--- src/rtl/cpu_sequencer.sv ---
// cpu_sequencer: fetch/decode/execute controller for the 8-bit accumulator CPU.
// Owns pc, ir, data_reg and acc, drives the ALU and a byte-wide memory with
// combinational read. Each instruction is two bytes, high byte first.
// Optional macro SEQ_STEP_EN adds a 'step' input that gates every S0 fetch.
//
// Memory/ALU handshake: strobes are asserted only in ena-high cycles outside
// reset; mem_rdata is consumed on the same clock edge that ends the mem_rd
// cycle, and mem_wr lasts exactly the one S5 cycle of a STO.
module cpu_sequencer #(
    parameter int AW = 13,
    parameter int DW = 8
) (
    input  logic          clk,
    input  logic          rst_n,
    input  logic          ena,
`ifdef SEQ_STEP_EN
    input  logic          step,
`endif
    output logic [AW-1:0] mem_addr,
    output logic          mem_rd,
    input  logic [DW-1:0] mem_rdata,
    output logic          mem_wr,
    output logic [DW-1:0] mem_wdata,
    output logic [2:0]    alu_opcode,
    output logic [DW-1:0] alu_accum,
    output logic [DW-1:0] alu_data,
    input  logic [DW-1:0] alu_out,
    output logic          zero,
    output logic          halted
);

    localparam int IW = 2 * DW;

    localparam logic [2:0] OP_HLT = 3'b000;
    localparam logic [2:0] OP_SKZ = 3'b001;
    localparam logic [2:0] OP_ADD = 3'b010;
    localparam logic [2:0] OP_AND = 3'b011;
    localparam logic [2:0] OP_XOR = 3'b100;
    localparam logic [2:0] OP_LDA = 3'b101;
    localparam logic [2:0] OP_STO = 3'b110;
    localparam logic [2:0] OP_JMP = 3'b111;

    localparam logic [2:0] ALU_ACC = 3'b110;

    typedef enum logic [2:0] {
        S0     = 3'd0,
        S1     = 3'd1,
        S2     = 3'd2,
        S3     = 3'd3,
        S4     = 3'd4,
        S5     = 3'd5,
        S_HALT = 3'd6
    } state_t;

    state_t        state;
    logic [AW-1:0] pc;
    logic [IW-1:0] ir;
    logic [DW-1:0] data_reg;
    logic [DW-1:0] acc;

    logic [2:0]    op_f;
    logic [AW-1:0] addr_f;
    logic          rd_op;
    logic          run;
    logic          fetch_go;

    assign op_f   = ir[IW-1 -: 3];
    assign addr_f = ir[AW-1:0];
    assign rd_op  = (op_f == OP_ADD) || (op_f == OP_AND) ||
                    (op_f == OP_XOR) || (op_f == OP_LDA);
    // Strobes need both a live enable and a released reset.
    assign run    = ena & rst_n;

`ifdef SEQ_STEP_EN
    logic step_wait;
    assign fetch_go = !step_wait || step;
`else
    assign fetch_go = 1'b1;
`endif

    // ALU operation for the decoded instruction.
    function automatic logic [2:0] alu_sel(input logic [2:0] op);
        case (op)
            OP_ADD:  alu_sel = 3'b100;
            OP_AND:  alu_sel = 3'b000;
            OP_XOR:  alu_sel = 3'b011;
            OP_LDA:  alu_sel = 3'b111;
            default: alu_sel = ALU_ACC;
        endcase
    endfunction

    // Sequencer FSM: one state per ena-high cycle; ena low freezes everything.
    always_ff @(posedge clk or negedge rst_n) begin
        if (!rst_n) begin
            state      <= S0;
            pc         <= '0;
            ir         <= '0;
            data_reg   <= '0;
            acc        <= '0;
            alu_opcode <= ALU_ACC;
`ifdef SEQ_STEP_EN
            step_wait  <= 1'b1;
`endif
        end else if (ena) begin
            case (state)
                S0: begin
                    if (fetch_go) begin
                        ir[IW-1:DW] <= mem_rdata;
                        pc          <= pc + AW'(1);
                        state       <= S1;
`ifdef SEQ_STEP_EN
                        step_wait   <= 1'b0;
`endif
                    end
                end
                S1: begin
                    ir[DW-1:0] <= mem_rdata;
                    pc         <= pc + AW'(1);
                    alu_opcode <= alu_sel(op_f);
                    state      <= S2;
                end
                S2: state <= (op_f == OP_HLT) ? S_HALT : S3;
                S3: begin
                    if (rd_op) data_reg <= mem_rdata;
                    state <= S4;
                end
                S4: begin
                    if (rd_op) acc <= alu_out;
                    state <= S5;
                end
                S5: begin
                    if (op_f == OP_SKZ && zero) pc <= pc + AW'(2);
                    else if (op_f == OP_JMP)    pc <= addr_f;
                    alu_opcode <= ALU_ACC;
                    state      <= S0;
`ifdef SEQ_STEP_EN
                    step_wait  <= 1'b1;
`endif
                end
                default: state <= S_HALT;
            endcase
        end
    end

    // Memory address and strobes decoded from the current state.
    always_comb begin
        mem_addr = addr_f;
        mem_rd   = 1'b0;
        mem_wr   = 1'b0;
        case (state)
            S0: begin
                mem_addr = pc;
                mem_rd   = run & fetch_go;
            end
            S1: begin
                mem_addr = pc;
                mem_rd   = run;
            end
            S3:      mem_rd = run & rd_op;
            S5:      mem_wr = run & (op_f == OP_STO);
            S_HALT:  mem_addr = pc;
            default: mem_addr = addr_f;
        endcase
    end

    assign mem_wdata = acc;
    assign alu_accum = acc;
    assign alu_data  = data_reg;
    assign zero      = (acc == '0);
    assign halted    = (state == S_HALT);

endmodule

--- config.mk ---
export PLATFORM = sky130hd
export DESIGN_NAME = cpu_sequencer
export DESIGN_NICKNAME = d
export VERILOG_FILES = /design/src/rtl/cpu_sequencer.sv
export SDC_FILE = /design/constraint.sdc
export NUM_CORES = 1
export LEC_CHECK = 0
export CAP_MARGIN = 20
export CORE_ASPECT_RATIO = 0.6
export CORE_MARGIN = 2
export CORE_UTILIZATION = 25
export DETAILED_ROUTE_END_ITERATION = 12
export SLEW_MARGIN = 0
export SYNTH_ARGS = -nofsm -noshare
export SYNTH_HDL_FRONTEND = slang
export SYNTH_SLANG_ARGS = --single-unit
--- constraint.sdc ---
create_clock -name clk -period 2.5 [get_ports clk]
set_input_delay 0.375 -clock clk [delete_from_list [all_inputs] [get_ports clk]]
set_output_delay 0.375 -clock clk [all_outputs]
set_load 0.05 [all_outputs]
==> summary.md <==
| Metric | Value |
|---|---|
| Routed Antenna Nets | 0 |
| HPWL Detailed | 6.146 mm |
| Max_cap viols | 0 |
| Via density | 4.878 |
| Mapped Cells | 287 |
| Final TNS setup | 0 ps |
| Max-slew violations | 0 |
| Worst-margin pin slew | 635.1 ps |
| Syn Nets | 308 |
| Worst Skew | 5.508 ps |
| Drt pass-1 iters | 5 |
| CTS tree | built |
| Setup Buffers After CTS | 0 |
| Final setup viols | 0 |
| Synth area leader | dfrtp_1 |
| Status | complete, no violations |
| Initial antenna violation count | 0 |
| Layout cell share with drive strength beyond 1 | 0.2853 |
| Crit end category | output pin |
| Filler cells | 1143 |
| CORE AREA | 0.01137 mm² |
| Final wirelength | 8.439 mm |
| Max frequency | 0.4130 GHz |
| EDFF count, synth | 0 |
| Synth Area per Inst | 10.21 µm² |
| # nets final | 367 |
| Routed WL per cell | 16.64 µm |
| Most common cell after layout, fill and taps aside | dfrtp_1 |
| Crit Path Category | reg -> out |
| Num CTS Buffers | 5 |
| Post-Syn Area | 0.002930 mm² |
| Clk buf depth | 2 |
| Post-synth top area share | 0.4184 |
| Max transition margin | 0.5766 |
| Async SR Flop Fraction | 1.000 |
| Fin crit share | 0.9686 |
| Multi-input gate area | 0.001506 mm² |
| Seq/Total Area, Yosys | 0.4364 |
| Number of global-route vias before repair | 2445 |
| Layout overhead on the synthesized area | 32.02% |
| DIE AREA | 0.01263 mm² |
| Largest net degree at the start of global routing | 49 |
| Arrival time of the worst setup path | 2050 ps |
| Sequential cell area | 0.001280 mm² |
| GPL Wtd Cong | 0.8822 |
| I/O pin count | 63 |
| Grt ovf | 0 |
| Synth unique cells | 54 |
| Yosys Warn Count | 0 |
| Crit path launch type | flop |
| H-tree lvl count | 2 |
| Worst-path clk slew | 70 ps |
| IO buf count | 62 |
| Via count | 2473 |
| Clock Root Buffer | clkbuf_16 |
| Iteration-0 DRC Markers | 113 |
| Die Y | 87.86 µm |
| DRC Markers | 0 |
| Ranking of synthesized cells by area | dfrtp_1, mux2_2, nand2_1 |
| Tot GR Track Use | 0.1407 |
| Die W | 143.8 µm |
| Top FF cell, synth | dfrtp_1 |
| Site row count | 30 |
| Sink Count | 51 |
| Hold Crit Class | in -> async |
| Post-route minimum period | 2421 ps |
| RSZ-0062 raised after global routing | no |
| First-pass GRT wire length | 13.36 mm |
| Worst-path fanout max | 13 |
| Most frequent cells in the layout | dfrtp_1, mux2_2, clkdlybuf4s50_1, buf_4, nand2_1 |
| Req. time, crit path | 2120 ps |
| Yosys reg bits | 51 |
| Ant. Diodes | 0 |
| Hold Vio Cnt, Final | 0 |
| Starting Density | 0.2576 |
| Skew-Pair Late Insertion Delay | 300 ps |
## repair_timing
action                     CTS  global route
hold endpoints to repair     3             0
resized for setup            1             1
hold buffers                 1             0
setup endpoints to repair    3            13
## metrics by stage
stage	area, µm²	util	hold WS (ps)	setup slack [ps]	std cells
finish	3869	0.3402	471.2	78.51	507
global route	3869	0.3402	496.0	3.184	507
CTS	3867	0.3400	476.9	28.87	507
detailed placement	3707	0.3260	231.0	166.4	498
global placement	3707	0.3260	225.5	238.3	498
floorplan	2942	-	79.41	102.9	287
## final cells by class
cell class	count	area share
multi-input cells	207	0.3894
flip-flops and latches	51	0.3309
repair buffers	78	0.1873
clock buffers	6	0.03331
well taps	160	0.05175
inverters	3	0.002911
clock inverters	2	0.004528
## layer usage
| metal | GRT usage | routed length (µm) | share of wire |
|---|---|---|---|
| met1 | 0.1978 | 4074 | 0.48 |
| met4 | 0.04813 | 132 | 0.016 |
| met5 | 0 | 0 | 0 |
| met3 | 0.03663 | 532 | 0.063 |
| met2 | 0.2108 | 3699 | 0.44 |
## synthesized netlist by cell type (all sizes together) (2+ instances only)
library cell  count
nand2            27
dfstp             2
nand3             9
a311oi            3
a221o             2
buf              16
a21o              2
clkbuf           10
nor3b             4
nor2b             2
nor4              4
inv               3
ha                2
o22ai             2
nor3             10
mux2             45
and3              3
o31ai             3
a21oi            12
a31oi             6
nand4             4
a211oi            2
o22a              4
xor2              5
dfrtp            49
nand2b            2
nor2             20
o21ai            16
or3               2
## kinds of logic after synthesis
group / after synthesis / share of synthesized area
AO/OA/AOI/OAI: 62 / 0.1435
XOR/XNOR: 6 / 0.01793
adder cells (fa/ha/maj): 2 / 0.008538
buffers and inverters: 29 / 0.05337
flip-flops: 51 / 0.4364
multiplexers: 45 / 0.1729
AND/OR/NAND/NOR: 92 / 0.1674
## critical path: stages, from the launching register on
cell and delay (ps):
dfrtp_2 490, nor2b_1 160, and2_2 160, o21bai_1 130, buf_6 220, mux2_2 380
buf_4 190
## sequential cells by signal, indices dropped and copies added, names as in the netlist
name        cells
alu_accum       8
alu_data        8
alu_opcode      3
ir             16
pc             13
state           3
## worst paths after layout
check,from,endpoint,slack (ps),depth (start not counted)
worst max-delay path,state[0],mem_addr[7],80,6
worst min-delay path,rst_n,state[2],470,2
worst max register to register,alu_accum[1],pc[6],300,6
worst min register to register,alu_opcode[1],alu_opcode[1],480,2
max in group asynchronous,rst_n,alu_opcode[0],1160,3
min in group clk,alu_opcode[1],alu_opcode[1],480,2
Power is left out: the tool's default activity adds up to more than one toggle a clock period on the data nets, which glitch-free logic cannot reach.
